### src/rtl/tile_seq_controller.sv
// Tile sequencing controller: walks each tile of a job through SRAM fetch, buffer
// update, dispatch, compute and writeback. It also manages a two-bank ping-pong
// buffer that feeds index vectors to the PE array.
// Optional build macro CTRL_TIMEOUT_EN adds a per-state watchdog that aborts a stalled
// job and raises a sticky error flag.
module tile_seq_controller #(
  parameter int unsigned ADDR_W      = 16,
  parameter int unsigned BUF_AW      = 6,
  parameter int unsigned IDX_W       = 224,
  parameter int unsigned TIMEOUT_CYC = 1024
) (
  input  logic              clk,
  input  logic              rst,
  input  logic              start,
  input  logic [ADDR_W-1:0] num_tiles,
  input  logic              fifo_empty,
  input  logic              dispatcher_done,
  input  logic              zcip_done,
  input  logic              pe_done,
  input  logic              index_en,
  input  logic [IDX_W-1:0]  index_vector_buffer,
  output logic              busy,
  output logic              done,
  output logic              error,
  output logic              sram_en,
  output logic [ADDR_W-1:0] sram_w_rd_addr,
  output logic [ADDR_W-1:0] sram_a_rd_addr,
  output logic [ADDR_W-1:0] sram_wr_addr,
  output logic              buf_wr_en,
  output logic [BUF_AW-1:0] buf_w_wr_addr,
  output logic [BUF_AW-1:0] buf_a_wr_addr,
  output logic [BUF_AW-1:0] buf_w_rd_addr,
  output logic [BUF_AW-1:0] buf_a_rd_addr,
  output logic              disp_en,
  output logic              weight_sign_en,
  output logic              sram_wr_en,
  output logic [1:0]        acc_en,
  output logic [IDX_W-1:0]  index_vector,
  output logic              index_valid,
  output logic              idx_overflow,
  output logic [ADDR_W-1:0] tile_idx
);

  typedef enum logic [2:0] {
    StIdle,
    StFetchSram,
    StUpdateBuffer,
    StFetchData,
    StDispatch,
    StCompute,
    StWriteback,
    StDone
  } state_e;

  state_e state_q, state_d;

  logic [ADDR_W-1:0] num_tiles_q, num_tiles_d;
  logic [ADDR_W-1:0] tile_idx_q, tile_idx_d;
  logic [ADDR_W-1:0] tile_next;
  logic [ADDR_W-1:0] sram_w_rd_addr_q, sram_a_rd_addr_q;
  logic [BUF_AW-1:0] buf_w_rd_addr_q, buf_a_rd_addr_q;
  logic              sram_addr_inc;
  logic              buf_addr_inc;
  logic              job_start;

  // Index ping-pong storage
  logic [IDX_W-1:0] bank0_q, bank1_q;
  logic             wr_ptr_q, rd_ptr_q;
  logic [1:0]       occ_q;
  logic             idx_overflow_q;
  logic             idx_push, idx_pop;

  assign tile_next = tile_idx_q + ADDR_W'(1);

`ifdef CTRL_TIMEOUT_EN
  logic [31:0] wd_cnt_q;
  logic        wd_watched;
  logic        timeout_hit;
  logic        timeout_abort;
  logic        error_q;

  assign wd_watched  = (state_q == StFetchSram) || (state_q == StFetchData) ||
                       (state_q == StDispatch)  || (state_q == StCompute);
  assign timeout_hit = wd_watched && (wd_cnt_q == TIMEOUT_CYC - 1);
`endif

  // Next-state logic and Moore outputs decoded from the current state
  always_comb begin
    state_d        = state_q;
    num_tiles_d    = num_tiles_q;
    tile_idx_d     = tile_idx_q;
    sram_addr_inc  = 1'b0;
    buf_addr_inc   = 1'b0;
    job_start      = 1'b0;
    busy           = (state_q != StIdle);
    done           = 1'b0;
    sram_en        = 1'b0;
    buf_wr_en      = 1'b0;
    buf_w_wr_addr  = '0;
    buf_a_wr_addr  = '0;
    disp_en        = 1'b0;
    weight_sign_en = 1'b0;
    sram_wr_en     = 1'b0;
    sram_wr_addr   = '0;
    acc_en         = 2'b00;
    index_vector   = '0;
    index_valid    = 1'b0;
`ifdef CTRL_TIMEOUT_EN
    timeout_abort  = 1'b0;
`endif

    unique case (state_q)
      StIdle: begin
        if (start) begin
          job_start = 1'b1;
          if (num_tiles == '0) begin
            state_d = StDone;
          end else begin
            num_tiles_d = num_tiles;
            tile_idx_d  = '0;
            state_d     = fifo_empty ? StFetchSram : StFetchData;
          end
        end
      end
      StFetchSram: begin
        sram_en = 1'b1;
        if (!fifo_empty) begin
          sram_addr_inc = 1'b1;
          state_d       = StUpdateBuffer;
        end
      end
      StUpdateBuffer: begin
        buf_wr_en     = 1'b1;
        buf_w_wr_addr = sram_w_rd_addr_q[BUF_AW-1:0];
        buf_a_wr_addr = sram_a_rd_addr_q[BUF_AW-1:0];
        state_d       = StFetchData;
      end
      StFetchData: begin
        disp_en      = 1'b1;
        buf_addr_inc = 1'b1;
        if (dispatcher_done) begin
          state_d = StDispatch;
        end
      end
      StDispatch: begin
        weight_sign_en = 1'b1;
        if (zcip_done) begin
          state_d = StCompute;
        end
      end
      StCompute: begin
        acc_en = 2'b11;
        if (occ_q != 2'd0) begin
          index_valid  = 1'b1;
          index_vector = rd_ptr_q ? bank1_q : bank0_q;
        end
        if (pe_done) begin
          state_d = StWriteback;
        end
      end
      StWriteback: begin
        sram_wr_en   = 1'b1;
        sram_wr_addr = sram_a_rd_addr_q;
        tile_idx_d   = tile_next;
        if (tile_next == num_tiles_q) begin
          state_d = StDone;
        end else begin
          state_d = fifo_empty ? StFetchSram : StFetchData;
        end
      end
      StDone: begin
        done    = 1'b1;
        state_d = StIdle;
      end
      default: state_d = StIdle;
    endcase

`ifdef CTRL_TIMEOUT_EN
    // A stage that finishes on its last allowed cycle still proceeds normally
    if (timeout_hit && (state_d == state_q)) begin
      state_d       = StDone;
      timeout_abort = 1'b1;
    end
`endif
  end

  // State register and job bookkeeping
  always_ff @(posedge clk or posedge rst) begin
    if (rst) begin
      state_q     <= StIdle;
      num_tiles_q <= '0;
      tile_idx_q  <= '0;
    end else begin
      state_q     <= state_d;
      num_tiles_q <= num_tiles_d;
      tile_idx_q  <= tile_idx_d;
    end
  end

  // SRAM and local-buffer address counters; free-running across jobs, wrap naturally
  always_ff @(posedge clk or posedge rst) begin
    if (rst) begin
      sram_w_rd_addr_q <= '0;
      sram_a_rd_addr_q <= '0;
      buf_w_rd_addr_q  <= '0;
      buf_a_rd_addr_q  <= '0;
    end else begin
      if (sram_addr_inc) begin
        sram_w_rd_addr_q <= sram_w_rd_addr_q + ADDR_W'(1);
        sram_a_rd_addr_q <= sram_a_rd_addr_q + ADDR_W'(1);
      end
      if (buf_addr_inc) begin
        buf_w_rd_addr_q <= buf_w_rd_addr_q + BUF_AW'(1);
        buf_a_rd_addr_q <= buf_a_rd_addr_q + BUF_AW'(1);
      end
    end
  end

  // Pop only when a bank actually holds data so the pointers never desynchronise
  assign idx_pop  = (state_q == StCompute) && pe_done && (occ_q != 2'd0);
  assign idx_push = index_en && ((occ_q != 2'd2) || idx_pop);

  // Index ping-pong banks, pointers, occupancy and sticky overflow
  always_ff @(posedge clk or posedge rst) begin
    if (rst) begin
      bank0_q        <= '0;
      bank1_q        <= '0;
      wr_ptr_q       <= 1'b0;
      rd_ptr_q       <= 1'b0;
      occ_q          <= 2'd0;
      idx_overflow_q <= 1'b0;
    end else begin
      if (idx_push) begin
        if (wr_ptr_q) begin
          bank1_q <= index_vector_buffer;
        end else begin
          bank0_q <= index_vector_buffer;
        end
        wr_ptr_q <= ~wr_ptr_q;
      end
      if (idx_pop) begin
        rd_ptr_q <= ~rd_ptr_q;
      end
      case ({idx_push, idx_pop})
        2'b10:   occ_q <= occ_q + 2'd1;
        2'b01:   occ_q <= occ_q - 2'd1;
        default: occ_q <= occ_q;
      endcase
      if (index_en && !idx_push) begin
        idx_overflow_q <= 1'b1;
      end
    end
  end

`ifdef CTRL_TIMEOUT_EN
  // Cycles spent in the current watched state; restarts on every transition
  always_ff @(posedge clk or posedge rst) begin
    if (rst) begin
      wd_cnt_q <= '0;
    end else if (wd_watched && (state_d == state_q)) begin
      wd_cnt_q <= wd_cnt_q + 32'd1;
    end else begin
      wd_cnt_q <= '0;
    end
  end

  // Error stays set after an abort until the next accepted start
  always_ff @(posedge clk or posedge rst) begin
    if (rst) begin
      error_q <= 1'b0;
    end else if (job_start) begin
      error_q <= 1'b0;
    end else if (timeout_abort) begin
      error_q <= 1'b1;
    end
  end

  assign error = error_q;
`else
  logic unused_cfg;
  assign unused_cfg = job_start ^ (TIMEOUT_CYC == 32'd0);
  assign error      = 1'b0;
`endif

  assign sram_w_rd_addr = sram_w_rd_addr_q;
  assign sram_a_rd_addr = sram_a_rd_addr_q;
  assign buf_w_rd_addr  = buf_w_rd_addr_q;
  assign buf_a_rd_addr  = buf_a_rd_addr_q;
  assign tile_idx       = tile_idx_q;
  assign idx_overflow   = idx_overflow_q;

endmodule

### config.mk
export PLATFORM = sky130hd
export DESIGN_NAME = tile_seq_controller
export DESIGN_NICKNAME = d
export VERILOG_FILES = /design/src/rtl/tile_seq_controller.sv
export SDC_FILE = /design/constraint.sdc
export NUM_CORES = 1
export LEC_CHECK = 0
export CORE_ASPECT_RATIO = 1.75
export CORE_MARGIN = 3
export CORE_UTILIZATION = 30
export CTS_BUF_LIST = sky130_fd_sc_hd__clkbuf_2
export DETAILED_ROUTE_END_ITERATION = 10
export PLACE_DENSITY = 0.52
export SETUP_SLACK_MARGIN = 0.1
export SLEW_MARGIN = 10
export SYNTH_ARGS = -nofsm -noshare
export SYNTH_HDL_FRONTEND = slang
export SYNTH_SLANG_ARGS = --single-unit
export TNS_END_PERCENT = 20
### constraint.sdc
create_clock -name clk -period 17.65 [get_ports clk]
set_clock_uncertainty 0.1 [all_clocks]
set_input_delay 2.6475 -clock clk [delete_from_list [all_inputs] [get_ports clk]]
set_output_delay 2.6475 -clock clk [all_outputs]
set_load 0.02 [all_outputs]
* Yosys cells after proc, flatten, opt, wreduce, memory -nomap -nowiden *
Index checks and enable logic that the tools add are counted.

word-level totals
  flip-flop bits (word level) = 532
  bits of input ports = 248
  output and inout port bits = 324

operators by class
  add/subtract/negate cells = 7
  eq/ne operators = 17
  multiplexer cells = 30
  bitwise logic cells = 3
  reductions and logical operators = 17

operators by type and width
  kind                                                              count
  224-bit two-way mux                                               3
  16-bit by 1-bit adder with 16-bit output (second input constant)  3
  16-bit two-way mux                                                3
  16-bit case mux with 2 select lines                               1
  3-bit case mux with 8 select lines                                1
  3-bit two-way mux                                                 7
  16-bit == test                                                    1
  16-bit zero test                                                  1
  2-bit inequality test (second input constant)                     7
  6-bit by 1-bit adder with 6-bit output (second input constant)    2
  3-bit == test (second input constant)                             4
  6-bit two-way mux                                                 2
  1-bit two-way mux                                                 10
  3-bit by 2-bit == test with 1-bit output (second input constant)  2
  3-bit AND reduction                                               2
  2-bit nonzero test                                                3
  5-bit AND reduction                                               1
  1-bit logical AND                                                 4
  2-bit two-way mux                                                 2
  2-bit case mux with 2 select lines                                1
  2-bit AND reduction                                               2
  3-bit by 1-bit == test with 1-bit output (second input constant)  1
  3-bit zero test                                                   1
  1-bit inverter                                                    3
  7 further kinds                                                   7

* Longest topological paths before layout *
  word-level depth = 7
  depth in mapped cells = 9
  gate-level depth less buffers = 8

* Worst setup path before layout *
OpenSTA, ideal clock, no wires.

  path type = reg-to-output
  start point = register rd_ptr_q
  end point = output index_vector[174]
  data arrival time = 1,826 ps
  slack = 13,077 ps
  cell stages (with the launch flop) = 6
  buffers on the path = 3
  cell sequence = dfrtp_1 > clkbuf_1 > buf_1 > buf_1 > mux2i_1 > nor2_1

on the way
  word-level cells in the longest chain between the ends = 3

ends and longest elaborated chain
  element                 RTL line  text
  from (decl)             68        logic wr_ptr_q, rd_ptr_q;
  from (signal assigned)  242       rd_ptr_q <= ~rd_ptr_q;
  224-bit two-way mux     155       index_vector = rd_ptr_q ? bank1_q : bank0_q;
  224-bit two-way mux     153       if (occ_q != 2'd0) begin
  224-bit two-way mux     112       unique case (state_q)
  to (decl)               38        output logic [IDX_W-1:0] index_vector,

Every way passes these cells.

* Final worst setup path *
  start point = register state_q[0]
  end point = output index_vector[216]

on the way
  word-level cells in the longest chain between the ends = 2

ends and longest elaborated chain
  element                 RTL line  text
  from (decl)             55        state_e state_q, state_d;
  from (signal assigned)  190       state_q <= StIdle;
  from (signal assigned)  194       state_q <= state_d;
  3-bit == test           112
  224-bit two-way mux     112

Every way passes these cells.

==> flow_metrics.py <==
metrics = {
    "status": {
        "outcome": "finished clean",
    },
    "floorplan": {
        "num_rows": 137,
        "fp.dieArea_um2": 85120,
        "start_util_pct": 30.49,
        "core-area_um2": 80220,
        "die_width_um": 221.8,
        "die_h_um": 383.7,
        "ioPinCount": 572,
    },
    "grt": {
        "grt_pass1_vias": 19010,
        "antenna_found_initial": 10,
        "track_usage_pct": 16.78,
        "grt_max_degree": 129,
        "grt-ovfl-total": 0,
        "grt_pass1_wl_mm": 112.0,
    },
    "clock_network": {
        "clock_latency_ps": 1370,
        "cts-root-buf": "clkbuf_2",
        "cts_buffer_depth": 3,
        "path_clk_slew_ps": 110,
        "ctsResizeCount": 0,
        "holdBufCountCts": 0,
        "postCtsSetupRepairBufs": 0,
        "clock_sinks": 532,
        "cts_buffers": 133,
        "cts-htree-levels": 4,
        "cts_tree": "done",
    },
    "detailed_routing": {
        "wire_per_inst_um": 19.71,
        "num_vias": 17210,
        "ant_nets": 0,
        "dr.pass1.iters": 6,
        "drc_errors": 0,
        "vias_per_cell": 4.718,
        "routed_wl_mm": 71.88,
        "drtIter0Drc": 693,
    },
    "pwr": {
        "p_int_mw": 3.249,
        "vdd_drop_max_v": 0.0001232,
        "pwr-share-seq_pct": 42.6,
        "p_clk_share_pct": 18.6,
        "swShare_pct": 35.20,
        "power.switching_mw": 1.765,
        "leakagePower_nw": 13.66,
        "combPwrFrac_pct": 38.8,
        "p_per_area_nw_per_um2": 155.1,
    },
    "logic_synthesis": {
        "ys_types": 55,
        "ys_ff_latch": 532,
        "ys_warn_count": 0,
        "syn_nets": 2156,
        "syn_area_per_cell_um2": 12.86,
        "async_reset_ff_share_pct": 100.0,
        "synth_edf_count": 0,
        "synthCells": 1902,
        "syn_area_um2": 24460,
        "synthFlopType": "dfrtp_1",
        "seq_area_frac_synth_pct": 54.43,
    },
    "sta": {
        "finalCritPeriodShare_pct": 41.01,
        "setup_viol": 0,
        "max_freq_ghz": 0.1382,
        "tightestPinTransition_ps": 1432,
        "rsz0062_at_grt": "no",
        "hold_viol_final": 0,
        "relSlewSlack_pct": 4.509,
        "finalSetupTns_ps": 0,
        "slew_viol_final": 0,
        "fin_crit_ps": 7238,
    },
    "worst_setup_path": {
        "end_kind": "output port",
        "critPathLaunchType": "flip-flop",
        "crit_fanout": 84,
        "cp.required_ps": 14900,
        "path_class": "flip-flop to output port",
        "cp_cell_sequence": "nor2b_1 -> and2_4 -> nand2_4 -> buf_4 -> nor2_1 -> clkdlybuf4s50_1",
        "cp_slowest_cell": "buf_4",
        "cpPeakStageDelay_ps": 820,
        "worst_r2r_path_depth": 9,
        "crit_arrival_ps": 4490,
    },
    "place": {
        "port_buffers": 570,
        "gp_congestion": 0.8205,
        "hpwl_mm": 49.70,
    },
    "hold_path": {
        "hold_path_class": "flip-flop to flip-flop",
        "hold_depth": 1,
    },
    "finish": {
        "final_common_cell": "clkdlybuf4s50_1",
        "final_util_pct": 40.31,
        "nets": 2761,
        "drive_above_1_share_pct": 17.31,
        "nFillCells": 7856,
        "final_cell_mix": "clkdlybuf4s50_1 (570), dfrtp_1 (531), mux2_1 (261)",
        "areaGrowthSynthToFinish_pct": 32.21,
        "multi_input_area_um2": 10420,
        "regArea_um2": 13320,
    },
    "run": {
        "maxCapViolCount": 0,
    },
}
power by group through the flow:
stage	sequential (mW)	combinational (mW)	clock, mW
2_1_floorplan	2.07	1.46	0
3_3_place_gp	2.13	1.93	0
3_5_place_dp	2.17	1.98	0
4_1_cts	2.14	1.99	0.992
5_1_grt	2.22	2.13	1.04
6_report	2.14	1.95	0.932
cell usage after synthesis, types with 3 or more instances:
cell / instances / share of area (%)
xnor2_1: 44 / 1.6
nand2_1: 36 / 0.55
buf_2: 19 / 0.39
o21ai_0: 26 / 0.53
a21oi_1: 8 / 0.16
o31ai_1: 4 / 0.12
nand2b_1: 4 / 0.10
nor4_1: 8 / 0.20
a31oi_1: 6 / 0.15
ha_1: 6 / 0.31
and4_1: 3 / 0.11
buf_1: 16 / 0.25
clkbuf_1: 48 / 0.74
o211ai_1: 4 / 0.12
nor2b_1: 5 / 0.13
nor3_1: 11 / 0.23
buf_6: 18 / 0.83
nand4_1: 21 / 0.54
xor2_1: 19 / 0.68
nand3_1: 19 / 0.39
mux2i_1: 225 / 9.2
and3_1: 7 / 0.18
inv_1: 13 / 0.20
dfrtp_1: 532 / 54
nor2_1: 249 / 3.8
mux2_2: 205 / 9.4
mux2_1: 261 / 12
buf_4: 20 / 0.61
and2_1: 30 / 0.77
or3_1: 3 / 0.077
per-stage QoR:
step	hold WS, ps	cells	setup slack [ps]	power, mW	cell area [µm²]
after CTS	389.3	3636	9786	5.123	32300
after detailed placement	361.9	3414	10330	4.152	30970
after global placement	351.5	3414	10540	4.065	30970
final	383.1	3647	10410	5.014	32340
after global routing	404.5	3640	9929	5.387	32320
after floorplan	357.4	1902	7670	3.532	24460
layer usage:
metal | GRT usage [%] | part of all wire, % | wire [µm]
met1 | 18.44 | 39 | 27850
met2 | 29.06 | 50 | 35960
met3 | 6.659 | 8.4 | 6054
met4 | 6.558 | 2.8 | 2003
met5 | 0 | 0.018 | 13
cell type report:
cell class                 count  share of cell area (%)
sequential                   532                   41.18
multi-input combinational   1235                   32.23
timing repair buffer         591                   18.18
tap                         1042                   4.032
clock buffer                 189                   2.925
clock inverter                33                   1.188
inverter                      14                  0.1741
antenna                       11                 0.08512
final timing paths:
| path | startpoint | slack (ps) | endpoint |
|---|---|---|---|
| setup reg to reg | state_q[0]$_DFFE_PP0P_ | 13120 | bank0_q[35]$_DFFE_PP0P_ |
| setup / recovery | state_q[0]$_DFFE_PP0P_ | 10410 | index_vector[216] |
| hold reg to reg | buf_a_rd_addr[5]$_DFFE_PP0P_ | 380 | buf_a_rd_addr[5]$_DFFE_PP0P_ |
| max in group asynchronous | rst | 11920 | bank1_q[40]$_DFFE_PP0P_ |
| min in group asynchronous | rst | 1650 | num_tiles_q[7]$_DFFE_PP0P_ |
| hold / removal | buf_a_rd_addr[5]$_DFFE_PP0P_ | 380 | buf_a_rd_addr[5]$_DFFE_PP0P_ |
state kept, by name, summed over array words and instances, names as in the netlist:
name,count
bank0_q,224
bank1_q,224
num_tiles_q,16
sram_a_rd_addr,16
sram_w_rd_addr,16
tile_idx,16
buf_a_rd_addr,6
buf_w_rd_addr,6
state_q,3
occ_q,2
idx_overflow,1
rd_ptr_q,1
wr_ptr_q,1
cell families (layout without fill, tap and decap cells):
kind of cell | count (synthesis) | after routing | synth area share [%]
XOR/XNOR | 63 | 63 | 2.256
multiplexers | 691 | 691 | 30.66
buffers and inverters | 135 | 827 | 3.028
AND/OR/NAND/NOR | 408 | 408 | 7.530
flip-flops | 532 | 532 | 54.43
AO/OA/AOI/OAI | 66 | 66 | 1.770
adder cells (fa/ha/maj) | 6 | 6 | 0.3069
other | 1 | 12 | 0.01533
worst max-delay path: cells and delay by family, from the launching register on:
kind,cells,cell delay (ps)
buffers and inverters,2,1460
flip-flops,1,560
AND/OR/NAND/NOR,4,1120
Note: power is estimated with default switching activity, not from simulation.
